`src/rtl/ddr3_rw_arbiter_if.sv`:
```
// Bundle of write-FIFO, read-FIFO and MIG app signals between the arbiter (master)
// and the FIFO/MIG side (slave).
`timescale 1ns/1ps
interface ddr3_rw_arbiter_if #(
    parameter int APP_DW = 256,
    parameter int ADDR_W = 28,
    parameter int CNT_W  = 9
);
    logic [CNT_W-1:0]  wrfifo_rd_cnt;
    logic [APP_DW-1:0] wrfifo_dout;
    logic              wrfifo_rden;
    logic [CNT_W-1:0]  rdfifo_wr_cnt;
    logic              rdfifo_wren;
    logic [APP_DW-1:0] rdfifo_din;
    logic [ADDR_W-1:0] app_addr;
    logic [2:0]        app_cmd;
    logic              app_en;
    logic              app_rdy;
    logic [APP_DW-1:0] app_wdf_data;
    logic              app_wdf_wren;
    logic              app_wdf_end;
    logic              app_wdf_rdy;
    logic [APP_DW-1:0] app_rd_data;
    logic              app_rd_data_valid;

    modport master (
        input  wrfifo_rd_cnt, wrfifo_dout, rdfifo_wr_cnt,
               app_rdy, app_wdf_rdy, app_rd_data, app_rd_data_valid,
        output wrfifo_rden, rdfifo_wren, rdfifo_din,
               app_addr, app_cmd, app_en, app_wdf_data, app_wdf_wren, app_wdf_end
    );

    modport slave (
        output wrfifo_rd_cnt, wrfifo_dout, rdfifo_wr_cnt,
               app_rdy, app_wdf_rdy, app_rd_data, app_rd_data_valid,
        input  wrfifo_rden, rdfifo_wren, rdfifo_din,
               app_addr, app_cmd, app_en, app_wdf_data, app_wdf_wren, app_wdf_end
    );
endinterface

```
`src/rtl/ddr3_rw_arbiter.sv`:
```
// Round-robin scheduler of fixed-length write and read bursts onto the single MIG
// app command port, each direction walking its own circular address window.
`timescale 1ns/1ps
module ddr3_rw_arbiter #(
    parameter int APP_DW        = 256,
    parameter int ADDR_W        = 28,
    parameter int BURST_LEN     = 8,
    parameter int ADDR_STEP     = 8,
    parameter int WR_ADDR_BEGIN = 0,
    parameter int WR_ADDR_END   = 511,
    parameter int RD_ADDR_BEGIN = 0,
    parameter int RD_ADDR_END   = 511,
    parameter int FIFO_DEPTH    = 64,
    parameter int CNT_W         = 9
) (
    input  logic               ui_clk,
    input  logic               ui_rst_n,
    input  logic               init_calib_complete,
    input  logic               wr_addr_clr,
    input  logic               rd_addr_clr,
    ddr3_rw_arbiter_if.master  bus
);
    localparam int BCNT_W = $clog2(BURST_LEN);
    localparam int VCNT_W = BCNT_W + 1;

    typedef enum logic [1:0] {IDLE, WR_BURST, RD_CMD, RD_WAIT} state_t;

    state_t            state_q, state_d;
    logic              last_rd_q, last_rd_d;
    logic [ADDR_W-1:0] wr_addr_q, wr_addr_d;
    logic [ADDR_W-1:0] rd_addr_q, rd_addr_d;
    logic [BCNT_W-1:0] cmd_cnt_q, cmd_cnt_d;
    logic [VCNT_W-1:0] vld_cnt_q, vld_cnt_d;
    logic              wr_clr_pend_q, wr_clr_pend_d;
    logic              rd_clr_pend_q, rd_clr_pend_d;
    logic              rdfifo_wren_q;
    logic [APP_DW-1:0] rdfifo_din_q;

    logic wr_req, rd_req, wr_beat;
    logic app_en_c, wrfifo_rden_c;

    // One bit of headroom in the sum keeps the END comparison from wrapping.
    function automatic logic [ADDR_W-1:0] step_addr(input logic [ADDR_W-1:0] a,
                                                    input int first_a, input int last_a);
        logic [ADDR_W:0] sum;
        sum = {1'b0, a} + (ADDR_W+1)'(ADDR_STEP);
        if (sum > (ADDR_W+1)'(last_a))
            return ADDR_W'(first_a);
        return sum[ADDR_W-1:0];
    endfunction

    assign wr_req  = init_calib_complete && (bus.wrfifo_rd_cnt >= CNT_W'(BURST_LEN));
    assign rd_req  = init_calib_complete &&
                     (({1'b0, bus.rdfifo_wr_cnt} + (CNT_W+1)'(BURST_LEN)) <= (CNT_W+1)'(FIFO_DEPTH));
    assign wr_beat = bus.app_rdy && bus.app_wdf_rdy;

    always_comb begin
        state_d       = state_q;
        last_rd_d     = last_rd_q;
        wr_addr_d     = wr_addr_q;
        rd_addr_d     = rd_addr_q;
        cmd_cnt_d     = cmd_cnt_q;
        vld_cnt_d     = vld_cnt_q;
        wr_clr_pend_d = wr_clr_pend_q | wr_addr_clr;
        rd_clr_pend_d = rd_clr_pend_q | rd_addr_clr;
        app_en_c      = 1'b0;
        wrfifo_rden_c = 1'b0;

        case (state_q)
            IDLE: begin
                if (wr_clr_pend_q || rd_clr_pend_q) begin
                    if (wr_clr_pend_q) wr_addr_d = ADDR_W'(WR_ADDR_BEGIN);
                    if (rd_clr_pend_q) rd_addr_d = ADDR_W'(RD_ADDR_BEGIN);
                    wr_clr_pend_d = wr_addr_clr;
                    rd_clr_pend_d = rd_addr_clr;
                end else if (wr_req && (!rd_req || last_rd_q)) begin
                    state_d   = WR_BURST;
                    last_rd_d = 1'b0;
                    cmd_cnt_d = '0;
                end else if (rd_req) begin
                    state_d   = RD_CMD;
                    last_rd_d = 1'b1;
                    cmd_cnt_d = '0;
                    vld_cnt_d = '0;
                end
            end
            WR_BURST: begin
                app_en_c      = bus.app_wdf_rdy;
                wrfifo_rden_c = wr_beat;
                if (wr_beat) begin
                    wr_addr_d = step_addr(wr_addr_q, WR_ADDR_BEGIN, WR_ADDR_END);
                    cmd_cnt_d = cmd_cnt_q + 1'b1;
                    if (cmd_cnt_q == BCNT_W'(BURST_LEN - 1)) state_d = IDLE;
                end
            end
            RD_CMD: begin
                app_en_c  = 1'b1;
                vld_cnt_d = vld_cnt_q + VCNT_W'(bus.app_rd_data_valid);
                if (bus.app_rdy) begin
                    rd_addr_d = step_addr(rd_addr_q, RD_ADDR_BEGIN, RD_ADDR_END);
                    cmd_cnt_d = cmd_cnt_q + 1'b1;
                    if (cmd_cnt_q == BCNT_W'(BURST_LEN - 1)) state_d = RD_WAIT;
                end
            end
            RD_WAIT: begin
                vld_cnt_d = vld_cnt_q + VCNT_W'(bus.app_rd_data_valid);
                if (vld_cnt_d >= VCNT_W'(BURST_LEN)) state_d = IDLE;
            end
            default: state_d = IDLE;
        endcase
    end

    always_ff @(posedge ui_clk or negedge ui_rst_n) begin
        if (!ui_rst_n) begin
            state_q       <= IDLE;
            last_rd_q     <= 1'b1;
            wr_addr_q     <= ADDR_W'(WR_ADDR_BEGIN);
            rd_addr_q     <= ADDR_W'(RD_ADDR_BEGIN);
            cmd_cnt_q     <= '0;
            vld_cnt_q     <= '0;
            wr_clr_pend_q <= 1'b0;
            rd_clr_pend_q <= 1'b0;
            rdfifo_wren_q <= 1'b0;
            rdfifo_din_q  <= '0;
        end else begin
            state_q       <= state_d;
            last_rd_q     <= last_rd_d;
            wr_addr_q     <= wr_addr_d;
            rd_addr_q     <= rd_addr_d;
            cmd_cnt_q     <= cmd_cnt_d;
            vld_cnt_q     <= vld_cnt_d;
            wr_clr_pend_q <= wr_clr_pend_d;
            rd_clr_pend_q <= rd_clr_pend_d;
            rdfifo_wren_q <= bus.app_rd_data_valid;
            rdfifo_din_q  <= bus.app_rd_data;
        end
    end

    // Only the handshake strobes are combinational; address and command come from flops.
    assign bus.app_en       = app_en_c;
    assign bus.wrfifo_rden  = wrfifo_rden_c;
    assign bus.app_wdf_wren = wrfifo_rden_c;
    assign bus.app_wdf_end  = wrfifo_rden_c;
    assign bus.app_wdf_data = bus.wrfifo_dout;
    assign bus.app_addr     = (state_q == RD_CMD) ? rd_addr_q : wr_addr_q;
    assign bus.app_cmd      = (state_q == RD_CMD) ? 3'b001 : 3'b000;
    assign bus.rdfifo_wren  = rdfifo_wren_q;
    assign bus.rdfifo_din   = rdfifo_din_q;
endmodule

```
`src/flat_wrapper.sv`:
```
// flat-port wrapper written by rule: the top's interface ports become plain ports
module ddr3_rw_arbiter_flat 
#(
    parameter int APP_DW        = 256,
    parameter int ADDR_W        = 28,
    parameter int BURST_LEN     = 8,
    parameter int ADDR_STEP     = 8,
    parameter int WR_ADDR_BEGIN = 0,
    parameter int WR_ADDR_END   = 511,
    parameter int RD_ADDR_BEGIN = 0,
    parameter int RD_ADDR_END   = 511,
    parameter int FIFO_DEPTH    = 64,
    parameter int CNT_W         = 9
)
  (ui_clk, ui_rst_n, init_calib_complete, wr_addr_clr, rd_addr_clr, bus_wrfifo_rd_cnt, bus_wrfifo_dout, bus_rdfifo_wr_cnt, bus_app_rdy, bus_app_wdf_rdy, bus_app_rd_data, bus_app_rd_data_valid, bus_wrfifo_rden, bus_rdfifo_wren, bus_rdfifo_din, bus_app_addr, bus_app_cmd, bus_app_en, bus_app_wdf_data, bus_app_wdf_wren, bus_app_wdf_end);
  ddr3_rw_arbiter_if #(.APP_DW(APP_DW), .ADDR_W(ADDR_W), .CNT_W(CNT_W)) bus_i ();
  input  logic ui_clk;
  input  logic ui_rst_n;
  input  logic init_calib_complete;
  input  logic wr_addr_clr;
  input  logic rd_addr_clr;
  input wire logic [$bits(bus_i.wrfifo_rd_cnt)-1:0] bus_wrfifo_rd_cnt;
  input wire logic [$bits(bus_i.wrfifo_dout)-1:0] bus_wrfifo_dout;
  input wire logic [$bits(bus_i.rdfifo_wr_cnt)-1:0] bus_rdfifo_wr_cnt;
  input wire logic [$bits(bus_i.app_rdy)-1:0] bus_app_rdy;
  input wire logic [$bits(bus_i.app_wdf_rdy)-1:0] bus_app_wdf_rdy;
  input wire logic [$bits(bus_i.app_rd_data)-1:0] bus_app_rd_data;
  input wire logic [$bits(bus_i.app_rd_data_valid)-1:0] bus_app_rd_data_valid;
  output wire logic [$bits(bus_i.wrfifo_rden)-1:0] bus_wrfifo_rden;
  output wire logic [$bits(bus_i.rdfifo_wren)-1:0] bus_rdfifo_wren;
  output wire logic [$bits(bus_i.rdfifo_din)-1:0] bus_rdfifo_din;
  output wire logic [$bits(bus_i.app_addr)-1:0] bus_app_addr;
  output wire logic [$bits(bus_i.app_cmd)-1:0] bus_app_cmd;
  output wire logic [$bits(bus_i.app_en)-1:0] bus_app_en;
  output wire logic [$bits(bus_i.app_wdf_data)-1:0] bus_app_wdf_data;
  output wire logic [$bits(bus_i.app_wdf_wren)-1:0] bus_app_wdf_wren;
  output wire logic [$bits(bus_i.app_wdf_end)-1:0] bus_app_wdf_end;
  assign bus_i.wrfifo_rd_cnt = bus_wrfifo_rd_cnt;
  assign bus_i.wrfifo_dout = bus_wrfifo_dout;
  assign bus_i.rdfifo_wr_cnt = bus_rdfifo_wr_cnt;
  assign bus_i.app_rdy = bus_app_rdy;
  assign bus_i.app_wdf_rdy = bus_app_wdf_rdy;
  assign bus_i.app_rd_data = bus_app_rd_data;
  assign bus_i.app_rd_data_valid = bus_app_rd_data_valid;
  assign bus_wrfifo_rden = bus_i.wrfifo_rden;
  assign bus_rdfifo_wren = bus_i.rdfifo_wren;
  assign bus_rdfifo_din = bus_i.rdfifo_din;
  assign bus_app_addr = bus_i.app_addr;
  assign bus_app_cmd = bus_i.app_cmd;
  assign bus_app_en = bus_i.app_en;
  assign bus_app_wdf_data = bus_i.app_wdf_data;
  assign bus_app_wdf_wren = bus_i.app_wdf_wren;
  assign bus_app_wdf_end = bus_i.app_wdf_end;
  ddr3_rw_arbiter #(.APP_DW(APP_DW), .ADDR_W(ADDR_W), .BURST_LEN(BURST_LEN), .ADDR_STEP(ADDR_STEP), .WR_ADDR_BEGIN(WR_ADDR_BEGIN), .WR_ADDR_END(WR_ADDR_END), .RD_ADDR_BEGIN(RD_ADDR_BEGIN), .RD_ADDR_END(RD_ADDR_END), .FIFO_DEPTH(FIFO_DEPTH), .CNT_W(CNT_W)) u_core (.ui_clk(ui_clk), .ui_rst_n(ui_rst_n), .init_calib_complete(init_calib_complete), .wr_addr_clr(wr_addr_clr), .rd_addr_clr(rd_addr_clr), .bus(bus_i));
endmodule
```
`config.mk`:
```
export PLATFORM = sky130hd
export DESIGN_NAME = ddr3_rw_arbiter_flat
export DESIGN_NICKNAME = d
export VERILOG_FILES = /design/src/rtl/ddr3_rw_arbiter_if.sv /design/src/rtl/ddr3_rw_arbiter.sv /design/src/flat_wrapper.sv
export SDC_FILE = /design/constraint.sdc
export NUM_CORES = 1
export LEC_CHECK = 0
export ABC_AREA = 1
export BUFFER_PORTS_ARGS = -buffer_cell sky130_fd_sc_hd__buf_2
export CAP_MARGIN = 20
export CORE_AREA = 8 8 413 415
export CTS_CLUSTER_DIAMETER = 100
export CTS_CLUSTER_SIZE = 24
export DETAILED_ROUTE_END_ITERATION = 16
export DIE_AREA = 0 0 421 423
export SLEW_MARGIN = 30
export SYNTH_ARGS = -nofsm -noshare
export SYNTH_HDL_FRONTEND = slang
export SYNTH_SLANG_ARGS = --single-unit
export TNS_END_PERCENT = 30
```
`constraint.sdc`:
```
create_clock -name ui_clk -period 5.3 [get_ports ui_clk]
set_input_delay 0.265 -clock ui_clk [delete_from_list [all_inputs] [get_ports ui_clk]]
set_output_delay 0.265 -clock ui_clk [all_outputs]
set_load 0.1 [all_outputs]
```
Word level (Yosys, flattened, before mapping)
Cells that the tools add are included.
Widths: inputs -> output; s select.
Word-level totals
  register bits: 325
  bits in latches: 0
  RAM bits: 0
  ROM bits: 0
  input bits: 538
  output and inout bits: 548
  word-level logic and storage cells: 106
  memories: 0
Operators by class
  add/subtract/negate cells: 5
  multipliers: 0
  div/mod/pow operators: 0
  magnitude comparators: 5
  equality and inequality tests: 16
  shift-type cells: 0
  multiplexer cells: 47
  bitwise gates (word level): 3
  reductions and logical operators: 20
Operators by type and width (count)
  $mux 28: 11
  $pmux 28 s2: 2
  $add 28x4->29 const B: 2
  $gt 29x9->1 const B: 2
  $mux 2: 8
  $ne 2x1->1 const B: 8
  $mux 3: 5
  $mux 1: 14
  $mux 4: 3
  $reduce_and 4->1: 3
  $add 9x4->10 const B: 1
  $le 10x7->1 const B: 1
  $ge 9x4->1 const B: 1
  $pmux 3 s3: 1
  $pmux 2 s4: 1
  $pmux 4 s2: 1
  $reduce_bool 2->1: 4
  $reduce_and 7->1: 1
  $ne 2x2->1 const B: 3
  $reduce_and 5->1: 1
  $add 4x1->4: 1
  $eq 2x2->1 const B: 2
  $ge 4x4->1 const B: 1
  $logic_and 1x1->1: 4
  13 further kinds: 15

Longest topological paths before layout
  depth after elaboration: 9
  depth in mapped cells: 13
  depth with buffers taken out: 13

Worst setup path before layout
Ideal clock, no wire load.
  path type: register -> output
  start: reg u_core.state_q[0]
  end: out bus_app_addr[12]
  arrival time: 3919 ps
  data required time: 5035 ps
  setup slack: 1116 ps
  stages on the path, launching flop included: 6
  buffers on the path: 1
  cells stage by stage: dfrtp_1 > inv_1 > ha_1 > inv_1 > clkbuf_1 > o21ai_0
Between the ends
  word-level cells in the longest chain between the ends: 2
Ends and longest elaborated chain
  start: declaration: RTL line ddr3_rw_arbiter.sv:28  | state_t state_q, state_d;
  start signal: assignment: RTL line ddr3_rw_arbiter.sv:126  | state_q <= state_d;
  $eq 2x2->1: RTL line ddr3_rw_arbiter.sv:145  | assign bus.app_addr = (state_q == RD_CMD) ? rd_addr_q : wr_addr_q;
  $mux 28: RTL line ddr3_rw_arbiter.sv:145
  end: declaration: RTL line flat_wrapper.sv:32  | output wire logic [$bits(bus_i.app_addr)-1:0] bus_app_addr;
Every way passes these cells.

Worst setup path in the final report
  start: reg u_core.state_q[0]
  end: out bus_app_addr[6]
Same word-level chain as after synthesis.

==> flow_summary.json <==
{
  "worstSetupPathType": "flip-flop to primary output",
  "ios": 1086,
  "final_common_cell": "buf_2",
  "synth.largest_area_cell": "dfrtp_1",
  "synth_seq_cells": 319,
  "syn_inst": 1247,
  "die_h_um": 423,
  "seq_power_share_pct": 44.3,
  "switching_share_pct": 38.8,
  "fillerInstances": 18600,
  "grt_overflow": 0,
  "p_leak_nw": 8.92,
  "setup_violations": 0,
  "cts_sinks": 319,
  "clkLatencyLatePin_ns": 0.58,
  "cp.required_ns": 5.04,
  "finalMaxSlewViolations": 0,
  "place_area_um2": 16700,
  "coreArea_um2": 164000,
  "cap_viol_max_count": 0,
  "area_delta_synth_final_pct": 52.1,
  "syn_avg_cell_area_um2": 10.5,
  "cts.repair.resized": 0,
  "netlist_area_um2": 13100,
  "die-area_um2": 178000,
  "p_comb_share_pct": 29.2,
  "p_per_area_nw_per_um2": 300,
  "drive_above_1_share_pct": 34.4,
  "critPathArrivalTime_ns": 2.52,
  "gr-usage-met1_pct": 4.92,
  "antenna_found_initial": 6,
  "gr-usage-met2_pct": 13.0,
  "final_hold_viol_count": 0,
  "numCtsBuffers": 19,
  "top_usage_layer": "met2",
  "crit_chain": "inv_1 > ha_1 > buf_4 > o21ai_0 > buf_2",
  "wl_per_cell_um": 16.0,
  "layout_common_cells": "buf_2, dfrtp_1, dlygate4sd3_1",
  "design_area_um2": 19900,
  "pwr-share-clk_pct": 26.5,
  "max_slew_margin_pct": 44.2,
  "root_buffer": "clkbuf_16",
  "rsz0062_at_grt": "false",
  "cts_tree": "done",
  "crit_path_max_fanout": 50,
  "start_util_pct": 7.97,
  "cp.buffers_inverters": 3,
  "yosysTopAreaCellShare_pct": 60.9,
  "max_stage_delay_ns": 0.51,
  "yosys-top-cells-area": "dfrtp_1, buf_4, nand2_1",
  "antenna_left": 0,
  "firstDrtPassIters": 5,
  "grt_max_degree": 144,
  "cpLargestDelayFamily": "buffers and inverters",
  "viasPerCell": 2.61,
  "worstMarginPinSlew_ns": 0.837,
  "via_count": 10500,
  "fmax_mhz": 360,
  "drt-initial-drc-count": 519,
  "drc": 0,
  "intPower_w": 0.00365,
  "grtUsageTotal_pct": 6.76,
  "cts_max_level": 1,
  "grt_pass1_wl_um": 87000,
  "synth.distinct_cells": 37,
  "crit_path_top_delay_cell": "buf_2",
  "yosysWarnings": 0,
  "end_kind": "primary output",
  "finalNetCount": 2380,
  "dieWidth_um": 421,
  "totalNegativeSetupSlack_ns": 0,
  "p_switching_w": 0.00231,
  "place.port_buffers": 565,
  "gpl.final_weighted_congestion": 0.845,
  "post-route-min-period_ns": 2.78,
  "std_cell_rows": 149,
  "status": "finished, final reports clean",
  "met3_usage_pct": 3.79,
  "irDropWorstVdd_uv": 327,
  "grt_pass1_vias": 11600,
  "crit_path_start_kind": "flip-flop",
  "path_clk_slew_ns": 0.10,
  "finClkSkew_ns": 0.0208,
  "period_share_pct": 52.5,
  "wl_um": 64200,
  "cts.path.max_buffers": 3,
  "ys_seq_area_share_pct": 61.1,
  "hpwl_um": 52300,
  "hold_class": "input port to flip-flop"
}
==> cells in the mapped netlist <==
cell / n
xnor2_1: 3
clkinv_1: 1
a211oi_1: 1
inv_2: 1
nor2_1: 103
or2_2: 2
o211ai_1: 1
nand4_2: 1
o21ai_1: 4
nand2_2: 8
nand3_1: 56
a21oi_1: 7
nand4_1: 17
nor2_2: 10
and2_1: 2
a31oi_1: 1
clkbuf_1: 8
xor2_1: 12
nor4_1: 1
inv_1: 99
conb_1: 1
nand3_2: 2
nor3_2: 1
dfrtp_1: 318
buf_2: 4
nand3b_1: 2
dfstp_2: 1
nor3b_1: 2
o21ai_0: 38
nor3_1: 4
buf_4: 263
nor2_4: 8
o21bai_1: 4
o22ai_1: 2
nor3_4: 1
ha_1: 16
nand2_1: 242
==> per-stage QoR <==
| stage | hold slack (ns) | utilization, % | total power, W | setup slack [ns] | instances |
|---|---|---|---|---|---|
| 3_5_place_dp | 0.246 | 10.2 | 0.00428 | 2.60 | 3734 |
| 4_1_cts | 0.109 | 12.1 | 0.00607 | 2.38 | 4021 |
| 3_3_place_gp | 0.246 | 10.2 | 0.00427 | 2.67 | 3734 |
| 2_1_floorplan | -0.0306 | - | 0.00476 | 1.12 | 1251 |
| 6_report | 0.190 | 12.1 | 0.00596 | 2.52 | 4022 |
| 5_1_grt | 0.158 | 12.1 | 0.00624 | 2.29 | 4021 |
==> cell type report <==
type | instances | area (um2) | share of cell area [%]
multi-input combinational | 556 | 2680 | 13.5
tap | 2189 | 2740 | 13.8
antenna | 1 | 2.50 | 0.0126
timing repair buffer | 829 | 5500 | 27.7
clock inverter | 6 | 87.6 | 0.441
clock buffer | 21 | 493 | 2.48
inverter | 101 | 379 | 1.91
sequential | 319 | 7980 | 40.2
==> state kept, by name, indices dropped and copies added (netlist names) <==
| signal | cells |
|---|---|
| u_core.cmd_cnt_q | 3 |
| u_core.rd_clr_pend_q | 1 |
| u_core.bus.rdfifo_wren | 1 |
| u_core.rd_addr_q | 25 |
| u_core.vld_cnt_q | 4 |
| u_core.wr_clr_pend_q | 1 |
| u_core.bus.rdfifo_din | 256 |
| u_core.last_rd_q | 1 |
| u_core.state_q | 2 |
| u_core.wr_addr_q | 25 |
==> power by group through the flow <==
stage / sequential [W] / combinational (W) / clock, W
floorplan: 0.00341 / 0.00134 / 0
global placement: 0.00268 / 0.00158 / 0
detailed placement: 0.00269 / 0.00159 / 0
CTS: 0.00264 / 0.00175 / 0.00168
global route: 0.00266 / 0.00184 / 0.00174
finish: 0.00264 / 0.00174 / 0.00158
==> routing by layer <==
layer,part of all wire [%],routed length [um]
met5,0.19,121
met2,54,34900
met4,7.2,4610
met3,13,8060
met1,26,16500
==> worst min-delay path: stages <==
cell     delay (ns)
buf_2          0.09
nand2_1        0.07
inv_1          0.10
nand2_1        0.08
o22ai_1        0.10
inv_1          0.06
==> kinds of logic after synthesis <==
group	share of synthesized area, %
simple gates	15.5
buf+inv	18.4
flops	61.1
compound gates	2.37
fa+ha+maj	1.53
xor+xnor	1.01
other cells	0.0287
==> what timing repair did <==
item	CTS	global route
buffers inserted	0	0
hold buffers	260	0
setup endpoints to repair	0	0
endpoints found under the hold margin	319	0
==> final timing paths <==
path | endpoint | cells past startpoint | slack, ns | startpoint
min in group asynchronous | u_core.bus.rdfifo_din[109] | 2 | 0.22 | ui_rst_n
max reg2reg | u_core.rd_addr_q[8] | 11 | 2.61 | u_core.state_q[0]
max | bus_app_addr[6] | 5 | 2.52 | u_core.state_q[0]
max in group asynchronous | u_core.wr_addr_q[27] | 3 | 3.84 | ui_rst_n
min | u_core.last_rd_q | 6 | 0.19 | init_calib_complete
min reg2reg | u_core.cmd_cnt_q[2] | 2 | 0.50 | u_core.cmd_cnt_q[2]
Power figures use the tool's default switching activity.
